===== config.mk =====
export PLATFORM = sky130hd
export DESIGN_NAME = gray8_rgb565_framer
export DESIGN_NICKNAME = d
export VERILOG_FILES = /design/src/rtl/gray8_rgb565_framer.sv
export SDC_FILE = /design/constraint.sdc
export NUM_CORES = 1
export LEC_CHECK = 0
export BUFFER_PORTS_ARGS = -buffer_cell sky130_fd_sc_hd__buf_4
export CELL_PAD_IN_SITES_DETAIL_PLACEMENT = 1
export CELL_PAD_IN_SITES_GLOBAL_PLACEMENT = 2
export CORE_MARGIN = 4
export CORE_UTILIZATION = 37
export DETAILED_ROUTE_END_ITERATION = 10
export HOLD_SLACK_MARGIN = 0.08
export MAX_ROUTING_LAYER = met4
export PLACE_DENSITY_LB_ADDON = 0.1
export RECOVER_POWER = 50
export SYNTH_ARGS = -nofsm -noshare
export SYNTH_HDL_FRONTEND = slang
export SYNTH_SLANG_ARGS = --single-unit

===== constraint.sdc =====
create_clock -name clk -period 7.3 [get_ports clk]
set_input_delay 1.095 -clock clk [delete_from_list [all_inputs] [get_ports clk]]
set_output_delay 1.095 -clock clk [all_outputs]
set_load 0.02 [all_outputs]

===== src/rtl/gray8_rgb565_framer.sv =====
// Grey-to-RGB565 stream converter with frame-structure checking.
// Output sop/eop come from the internal column/row counters, so every frame leaves with exactly COLS*ROWS pixels.
module gray8_rgb565_framer #(
  parameter int COLS = 640,
  parameter int ROWS = 480
) (
  input  logic        clk,
  input  logic        rst,
  input  logic [7:0]  din,
  input  logic        din_vld,
  input  logic        din_sop,
  input  logic        din_eop,
  output logic [15:0] dout,
  output logic        dout_vld,
  output logic        dout_sop,
  output logic        dout_eop,
  output logic        frame_err,
  output logic [15:0] frame_cnt
);

  localparam int CW = (COLS > 1) ? $clog2(COLS) : 1;
  localparam int RW = (ROWS > 1) ? $clog2(ROWS) : 1;
  localparam bit SINGLE = (COLS * ROWS == 1);

  // Counter position after the first pixel of a frame has been accepted.
  localparam logic [CW-1:0] FIRST_COL = (COLS == 1) ? '0 : CW'(1);
  localparam logic [RW-1:0] FIRST_ROW = (COLS == 1) ? RW'(1) : '0;

  typedef enum logic {IDLE, ACTIVE} state_t;

  state_t        r_state, w_state_nxt;
  logic [CW-1:0] r_col, w_col_nxt;
  logic [RW-1:0] r_row, w_row_nxt;
  logic          w_last, w_vld, w_sop, w_eop, w_err, w_done;

  assign w_last = (r_col == CW'(COLS - 1)) && (r_row == RW'(ROWS - 1));

  always_comb begin
    // NOTE: every output of this block gets a default first, so no path can infer a latch.
    w_state_nxt = r_state;
    w_col_nxt   = r_col;
    w_row_nxt   = r_row;
    w_vld       = 1'b0;
    w_sop       = 1'b0;
    w_eop       = 1'b0;
    w_err       = 1'b0;
    w_done      = 1'b0;
    if (din_vld) begin
      case (r_state)
        IDLE: begin
          if (din_sop) begin
            w_vld = 1'b1;
            w_sop = 1'b1;
            if (SINGLE) begin
              w_eop  = 1'b1;
              w_done = din_eop;
              w_err  = !din_eop;
            end else if (din_eop) begin
              w_eop = 1'b1;
              w_err = 1'b1;
            end else begin
              w_col_nxt   = FIRST_COL;
              w_row_nxt   = FIRST_ROW;
              w_state_nxt = ACTIVE;
            end
          end
        end
        ACTIVE: begin
          w_vld = 1'b1;
          if (din_sop) begin
            // Restart: abandon the current frame, this pixel opens a new one.
            w_sop = 1'b1;
            w_err = 1'b1;
            if (din_eop) begin
              w_eop       = 1'b1;
              w_col_nxt   = '0;
              w_row_nxt   = '0;
              w_state_nxt = IDLE;
            end else begin
              w_col_nxt = FIRST_COL;
              w_row_nxt = FIRST_ROW;
            end
          end else if (w_last || din_eop) begin
            w_eop       = 1'b1;
            w_done      = w_last && din_eop;
            w_err       = !(w_last && din_eop);
            w_col_nxt   = '0;
            w_row_nxt   = '0;
            w_state_nxt = IDLE;
          end else if (r_col == CW'(COLS - 1)) begin
            w_col_nxt = '0;
            w_row_nxt = r_row + RW'(1);
          end else begin
            w_col_nxt = r_col + CW'(1);
          end
        end
        default: w_state_nxt = IDLE;
      endcase
    end
  end

  // NOTE: sequential state uses non-blocking assignments so all registers update together at the edge.
  always_ff @(posedge clk or posedge rst) begin
    if (rst) begin
      r_state   <= IDLE;
      r_col     <= '0;
      r_row     <= '0;
      dout      <= '0;
      dout_vld  <= 1'b0;
      dout_sop  <= 1'b0;
      dout_eop  <= 1'b0;
      frame_err <= 1'b0;
      frame_cnt <= '0;
    end else begin
      r_state   <= w_state_nxt;
      r_col     <= w_col_nxt;
      r_row     <= w_row_nxt;
      dout_vld  <= w_vld;
      dout_sop  <= w_sop;
      dout_eop  <= w_eop;
      frame_err <= w_err;
      if (w_vld) dout <= {din[7:3], din[7:2], din[7:3]};
      if (w_done) frame_cnt <= frame_cnt + 16'd1;
    end
  end

endmodule


# Word-level counts from Yosys, hierarchy flattened
# Index checks and enable logic that the tools add are counted.
[totals]
ff_bits = 56
output_inout_bits = 36
wordCells = 60
in_bits = 13
[classes]
eq_ne = 5
reduce_logical = 6
bitwise_logic = 1
mux = 36
add_sub_neg = 3
[op_table]
columns = ["cell", "n"]
rows = [
  ["$mux 10", 5],
  ["$mux 9", 5],
  ["$mux 1", 20],
  ["$pmux 10 s2", 1],
  ["$pmux 9 s2", 1],
  ["$add 16x1->16 const B", 1],
  ["$add 10x1->10 const B", 1],
  ["$eq 10x10->1 const B", 1],
  ["$add 9x1->9 const B", 1],
  ["$eq 9x9->1 const B", 1],
  ["$pmux 1 s2", 4],
  ["$ne 2x2->1 const B", 2],
  ["$ne 4x2->1 const B", 1],
  ["$reduce_and 4->1", 1],
  ["$reduce_and 3->1", 1],
  ["$logic_and 1x1->1", 2],
  ["$logic_not 1->1", 1],
  ["$logic_or 1x1->1", 1],
  ["$not 1->1", 1],
]

# Depth between registers and ports, before layout
# Gate-level depths: netlist of the first run.
[logic_depth]
word_depth = 8
depth_mapped = 12
mapped_depth_nobuf = 10

# Worst setup path before layout of the first run
# OpenSTA, ideal clock, no wires.
[synth_path]
path_type = "register to register"
from = "reg r_col[0]"
to = "reg frame_cnt[15]"
period_less_slack_ps = 2462
n_path_buf = 2
required_ps = 7221
setup_time_ps = 79
stages_incl_launch_ff = 13
t_arrival_ps = 2383
path_slack_ps = 4838
cell_sequence = "dfrtp_1 > ha_1 > and3_1 > buf_6 > nand3_1 > or3_1 > inv_1 > ha_1 > and4b_1 > buf_6 > nand4_4 > nor4_4 > xor2_1"
[synth_between]
elab_chain_cells = 7
word_cells_on_any_way = 8
cone_classes = "eq/ne (1); mux (4); reduce/logical (3)"
[synth_rtl]
columns = ["element", "line", "rtl"]
rows = [
  ["start, declared", "32", "logic [CW-1:0] r_col, w_col_nxt;"],
  ["start signal, assigned", "116", "r_col <= w_col_nxt;"],
  ["$eq 10x10->1 (*)", "36", "assign w_last = (r_col == CW'(COLS - 1)) && (r_row == RW'(ROWS - 1));"],
  ["$logic_and 1x1->1 (*)", "36", ""],
  ["$logic_and 1x1->1 / $logic_or 1x1->1 (equally long branches)", "85, 83", ""],
  ["$mux 1 (*)", "83", "end else if (w_last || din_eop) begin"],
  ["$mux 1 (*)", "70", "if (din_sop) begin"],
  ["$mux 1 (*)", "49", "case (r_state)"],
  ["$mux 1 (*)", "48", "if (din_vld) begin"],
  ["end signal, assigned", "123", "if (w_done) frame_cnt <= frame_cnt + 16'd1;"],
  ["end, declared", "18", "output logic [15:0] frame_cnt"],
]
# Every way passes the cells marked *; elsewhere a longest branch is shown, timed or not.
# A chain may end at the register's enable or synchronous reset.

# Worst setup path after layout of the first run
# Ends and elaborated chain as after synthesis.

==> results.md, run 1 <==
* Post-CTS Setup Repair Bufs at 0
* Number of synthesized register bits at 46
* Critical path arrival at 3.22 ns
* Fraction of layout cells with a size suffix above 1 at 20.75%
* Post-Synthesis Cells at 230
* Slew Limit Headroom at -20.39%
* Yosys top cell area share at 47.33%
* VDD IR max at roughly 0.086 mV
* Final hold vios at 0
* CP bufs+invs at 1
* Routed length per instance at around 15 µm
* Dominant cell type by area after synthesis: dfrtp_1
* Hold crit path type: reg -> reg
* Routability cong. at 0.7138
* Diodes inserted at 0
* Skew-Pair Late Insertion Delay at 0.30 ns
* Int Power at 397.3 µW
* Unrepaired setup endpoints after global routing: no
* FFs w/ async S/R, synth at 100.0%
* Cell Pwr Density at 194.8 nW/µm²
* Worst-path clk slew at around 0.090 ns
* Rows at 29
* Sequential fraction of design power at about half
* Post-synthesis sequential area ratio at 47.33%
* WL final at 5190 µm
* Die height at 89.08 µm
* Slew @ Worst Pin at roughly 1.8 ns
* Setup crit end kind: register
* Fmax achieved at 334.4 MHz
* Most used flip-flop cell after synthesis: dfrtp_1
* Synth Warn # at 0
* # Max-Cap Violations at 1
* Clock network power share at 35.0%
* Largest net degree at the start of global routing at 47
* Outcome: complete, but fails checks
* PortBufs at 46
* Type of origin of the critical path: register
* Most frequent cells in the layout: dfrtp_1, buf_4, o21ai_0, clkbuf_1, nand2_1
* Synth unique cells at 48
* Worst path top cell family by delay: simple AND/OR/NAND/NOR gates
* Drt via density at 5.260
* Comb pwr share at 14.5%
* Post-route minimum period at 2.990 ns
* Synth area leaders: dfrtp_1, buf_4, o21ai_0
* Post-CTS Resized at 0
* Leading cell type in the layout, fill and taps excluded: dfrtp_1
* Cell Area, Synth at 2432 µm²
* Gr ovfl total at 0
* Final period utilization at 40.96%
* Setup TNS at 0 ns
* Post-route ant nets at 0
* Number of buffers created by CTS at 5
* HPWL Detailed at roughly 3700 µm
* CTS Root Cell: clkbuf_8
* Failing checks: capacitance limit, slew limit
* Clock sinks at 46
* CTS H-Tree Depth at 2
* Dpl cells at 334
* Post-CTS Hold Buffers at 0
* Initial antenna violation count at 0
* Number of enable flip-flop cells after synthesis at 0
* Slowest cell on crit path: and4b_1
* Clock skew at roughly 0.0027 ns
* Critical Path RT at 7.53 ns
* Cell mode on critical path: ha_1
* Syn Area/Cell at around 11 µm²
* First-pass GRT wire length at between 8000 and 9000 µm
* Final nets at 283
* Initial Util at 38.31%
* Layout area overhead at 14.56%
* TritonCTS clock tree: done
* IO Count at slightly below 50
* CTS Buffer Depth at 2
* Sw Share at roughly 27%
* Synthesized net count at 249
* Worst Path Max Fanout at 9
* DR vias at 1799
* Die footprint at 7935 µm²
* Critical path type: reg -> reg
* Critical Path Max Stage Delay at about 0.45 ns
* Lkg Pwr at 0.001303 µW
* Die width at 89.08 µm
* Final cell count without fillers at 342
* DRC errors left at 0
* Number of global-route vias before repair at around 1800
* Crit path cell chain: ha_1 > and3_1 > nand3_1 > or3_1 > inv_1 > ha_1 > and4b_1 > nand4_4 > nor4_4 > xor2_1
* Fin. max-slew vios at 47
* Starting DRC count in detailed routing at 44
* TritonRoute pass-1 iters at 4
* Sw Pwr at 145.4 µW
* Core area at 6350 µm²
* Final-report setup violation count at 0
* GRT Total Usage at 14.27%
## state kept, by name (all words and copies together) (netlist names)
signal	count
frame_err	1
dout_vld	1
dout_sop	1
dout	6
r_col	10
r_state	1
frame_cnt	16
dout_eop	1
r_row	9
## layout make-up
type	instances	area [µm²]
Clock inverter	2	37.54
Timing Repair Buffer	47	296.5
Fill cell	708	3563
Clock buffer	6	72.57
Inverter	8	30.03
Tap cell	77	96.34
Sequential cell	46	1151
Multi-Input combinational cell	156	1102
## power by group through the flow
stage | Combinational [µW] | Clock (µW) | Sequential, µW
2_1_floorplan | 53.8 | 0 | 285
3_3_place_gp | 84.5 | 0 | 279
3_5_place_dp | 85.2 | 0 | 279
4_1_cts | 85.3 | 199 | 274
5_1_grt | 85.6 | 210 | 277
6_report | 78.5 | 190 | 274
## through the flow
stage	utilization, %	hold slack, ns	power, µW	instance area (µm²)	worst slack, ns
2_1_floorplan	-	0.4385	339.0	2432	4.838
3_3_place_gp	43.03	0.4506	363.4	2733	4.324
3_5_place_dp	43.03	0.4602	364.7	2733	4.293
4_1_cts	44.77	0.4748	559.0	2843	4.247
5_1_grt	43.88	0.4922	571.7	2786	4.017
6_report	43.88	0.4657	542.7	2786	4.310
## worst reg2reg max path, delay by kind of cell (launching register included)
kind	cells	cell delay [ns]
simple gates	6	1.95
flops	1	0.40
fa+ha+maj	2	0.34
xor+xnor	1	0.17
buf+inv	1	0.08
## cells by family after synthesis
logic type,synth area share (%)
flip-flops,47.32
buffers and inverters,7.356
multiplexers,3.241
adder cells (fa/ha/maj),3.086
AND/OR/NAND/NOR,19.91
XOR/XNOR,6.122
AO/OA/AOI/OAI,12.96
## metal layers
metal,wire [µm],vias up,track usage [%]
met4,78,0,4.871
met5,0,-,-
met3,230,8,2.304
li1,-,883,-
met1,2487,879,18.56
met2,2392,29,22.64
## path summary, 6_finish.rpt
path / from / endpoint / slack (ns) / depth (start not counted)
setup / recovery: r_col[0]$_DFFE_PP0P_ / frame_cnt[15]$_DFFE_PP0P_ / 4.31 / 10
hold / removal: frame_cnt[15]$_DFFE_PP0P_ / frame_cnt[15]$_DFFE_PP0P_ / 0.47 / 1
setup reg to reg: r_col[0]$_DFFE_PP0P_ / frame_cnt[15]$_DFFE_PP0P_ / 4.31 / 10
hold reg to reg: frame_cnt[15]$_DFFE_PP0P_ / frame_cnt[15]$_DFFE_PP0P_ / 0.47 / 1
max in group asynchronous: rst / r_row[5]$_DFFE_PP0P_ / 4.88 / 2
min in group asynchronous: rst / dout[14]$_DFFE_PP0P_ / 1.37 / 2
## Yosys cell counts, types with 5 or more instances
cell,number
dfrtp_1,46
o21ai_0,17
nand2_1,15
buf_4,13
nor2_1,10
nand3_1,9
xor2_1,9
and3_1,8
inv_1,8
o31ai_1,8
xnor2_1,8
a21oi_1,7
mux2_2,7
nand4_1,7
ha_1,6
or3_1,5
Note: power is estimated with default switching activity, not from simulation.
==> run 2, diff against run 1 <==
--- a/config.mk
+++ b/config.mk
@@ -9,7 +9,7 @@
 export CELL_PAD_IN_SITES_DETAIL_PLACEMENT = 1
 export CELL_PAD_IN_SITES_GLOBAL_PLACEMENT = 2
 export CORE_MARGIN = 4
-export CORE_UTILIZATION = 37
+export CORE_UTILIZATION = 34
 export DETAILED_ROUTE_END_ITERATION = 10
 export HOLD_SLACK_MARGIN = 0.08
 export MAX_ROUTING_LAYER = met4
==> constraint.sdc (replaced) <==
create_clock -name clk -period 2.8 [get_ports clk]
set_input_delay 0.42 -clock clk [delete_from_list [all_inputs] [get_ports clk]]
set_output_delay 0.42 -clock clk [all_outputs]
set_load 0.02 [all_outputs]
==> results.md, run 2 (synthesis gave the netlist of run 1 again) <==
* Outcome: finished clean
* Gr ovfl total at 0 (unchanged)
* Hold crit path type: in -> reg
* DRC errors left at 0 (unchanged)
* CP bufs+invs at 1 (unchanged)
* Final nets at 291 (+2.8%)
* Slowest cell on crit path: or3_1
* CTS Buffer Depth at 2 (unchanged)
* Clock sinks at 46 (unchanged)
* Post-route ant nets at 0 (unchanged)
* Worst Path Max Fanout at 6 (-3)
* CTS Root Cell: clkbuf_8
* Sw Share at 28.37% (+1.6 points)
* Unrepaired setup endpoints after global routing: no
* Number of global-route vias before repair at 1845 (+4.2%)
* # Max-Cap Violations at 0 (-1)
* Fmax achieved at 392.8 MHz (+17%)
* Initial Util at 35.41% (-2.9 points)
* TritonCTS clock tree: done
* Rows at 30 (+3.4%)
* Setup TNS at 0 ns (unchanged)
* PortBufs at 46 (unchanged)
* Sequential fraction of design power at 54.6% (+4.1 points)
* Register area at 1151 µm² (unchanged)
* Clock network power share at 30.4% (-4.6 points)
* Number of buffers created by CTS at 5 (unchanged)
* VDD IR max at 0.3258 mV (+280%)
* WL final at 5359 µm (+3.3%)
* Int Power at 935.9 µW (+140%)
* Cell Pwr Density at 461.1 nW/µm² (+140%)
* Hold depth at 2 (+1)
* Crit path cell chain: ha_1 > and3_1 > nand3_1 > or3_1 > inv_1 > ha_1 > and4b_2 > nand4_4 > nor4_4 > xor2_1
* Routed length per instance at 14.52 µm (-4.3%)
* Reg2Reg Launch Point: r_col[0]$_DFFE_PP0P_
* First-pass GRT wire length at 9190 µm (+6.9%)
* Starting DRC count in detailed routing at 33 (-25%)
* WP depth at 10 (unchanged)
* Worst path top cell family by delay: simple AND/OR/NAND/NOR gates
* Drt via density at 4.962 (-5.7%)
* Final-report setup violation count at 0 (unchanged)
* Cell mode on critical path: ha_1
* Max reg flops at 16 (unchanged)
* Die height at 92.58 µm (+3.9%)
* Critical Path RT at 3.02 ns (-4.51 ns)
* Slew @ Worst Pin at 1.172 ns (-0.6323 ns)
* Routability cong. at 0.7673 (+7.5%)
* Top reg by flops: frame_cnt
* GRT Total Usage at 13.68% (-0.60 points)
* Final period utilization at 90.91% (+50 points)
* Fillers at 809 (+14%)
* Core area at 6869 µm² (+8.2%)
* Diodes inserted at 0 (unchanged)
* Setup crit end kind: register
* Multi-input gate area at 1104 µm² (+0.11%)
* Die width at 92.58 µm (+3.9%)
* Origin of the worst setup path: r_col[0]$_DFFE_PP0P_
* Die footprint at 8571 µm² (+8.0%)
* Most frequent cells in the layout: dfrtp_1, buf_4, clkbuf_1, o21ai_0, nand2_1
* HPWL Detailed at 3796 µm (+3.8%)
* DR vias at 1831 (+1.8%)
* Slew Limit Headroom at 21.90% (+42 points)
* Initial antenna violation count at 0 (unchanged)
* Skew-Pair Late Insertion Delay at 0.30 ns (about the same)
* Final hold vios at 0 (unchanged)
* Post-route minimum period at 2.546 ns (-0.4447 ns)
* Fin. max-slew vios at 0 (-100%)
* Layout area overhead at 16.51%
* Final Power at 1307 µW (+140%)
* Comb pwr share at 15.0% (+0.5 points)
* TritonRoute pass-1 iters at 3 (-1)
* Largest net degree at the start of global routing at 47 (unchanged)
* Worst-path clk slew at 0.08 ns (about the same)
* Leading cell type in the layout, fill and taps excluded: dfrtp_1
* Top Registers: frame_cnt: 16 flops, r_col: 10 flops, r_row: 9 flops
* IO Count at 49 (unchanged)
* Critical path type: reg -> reg
* Fraction of layout cells with a size suffix above 1 at 22.34% (+1.6 points)
* Sw Pwr at 370.7 µW (+160%)
* CTS H-Tree Depth at 2 (unchanged)
* Lkg Pwr at 0.001326 µW (+1.8%)
* Type of origin of the critical path: register
* R2R cell count at 10 (unchanged)
* Clock skew at 0.008670 ns (+0.005960 ns)
* Critical Path Max Stage Delay at 0.43 ns (-0.02 ns)
* Hold Startpoint: din[7]
* Critical path arrival at 2.77 ns (-0.45 ns)
run 2: metal layers:
metal | global-route usage (%) | up-vias | part of all wire (%)
li1 | - | 894 | -
met5 | - | - | 0
met1 | 17.62 | 900 | 47
met3 | 2.843 | 8 | 4.1
met4 | 4.455 | 0 | 1.3
met2 | 21.57 | 29 | 47
run 2: through the flow:
stage / hold WS (ns) / util, % / setup WS, ns / cells / area (µm²)
4_1_cts: 0.2989 / 42.26 / 0.1741 / 369 / 2903
5_1_grt: 0.3382 / 41.26 / 0.04462 / 369 / 2834
6_report: 0.3497 / 41.26 / 0.2545 / 369 / 2834
3_5_place_dp: 0.4628 / 41.00 / 0.2036 / 361 / 2816
2_1_floorplan: 0.4385 / - / 0.3379 / 230 / 2432
3_3_place_gp: 0.4602 / 41.00 / 0.2465 / 361 / 2816
run 2: layout make-up:
class,instances,area share (%)
Sequential cell,46,40.62
Tap cell,96,4.238
Timing Repair Buffer,55,12.10
Inverter,8,1.060
Clock buffer,6,2.561
Multi-Input combinational cell,156,38.94
Clock inverter,2,0.4857
run 2: path summary, 6_finish.rpt:
path,end,slack [ns]
max,frame_cnt[15]$_DFFE_PP0P_,0.25
min,dout[10]$_DFFE_PP0P_,0.35
max reg2reg,frame_cnt[15]$_DFFE_PP0P_,0.25
min reg2reg,frame_cnt[15]$_DFFE_PP0P_,0.47
max in group asynchronous,r_row[6]$_DFFE_PP0P_,1.58
min in group asynchronous,dout[13]$_DFFE_PP0P_,0.49
run 2: repair_timing:
item	in CTS	in global routing
setup buffers	0	0
setup endpoints to repair	0	2
gates resized for setup	0	1
hold buffers	0	0
run 2: power groups by stage:
stage | clock (µW) | combinational, µW | sequential, µW
final | 397 | 196 | 714
after global placement | 0 | 226 | 727
after detailed placement | 0 | 228 | 728
after floorplan | 0 | 140 | 744
after global routing | 447 | 216 | 720
after CTS | 423 | 228 | 715
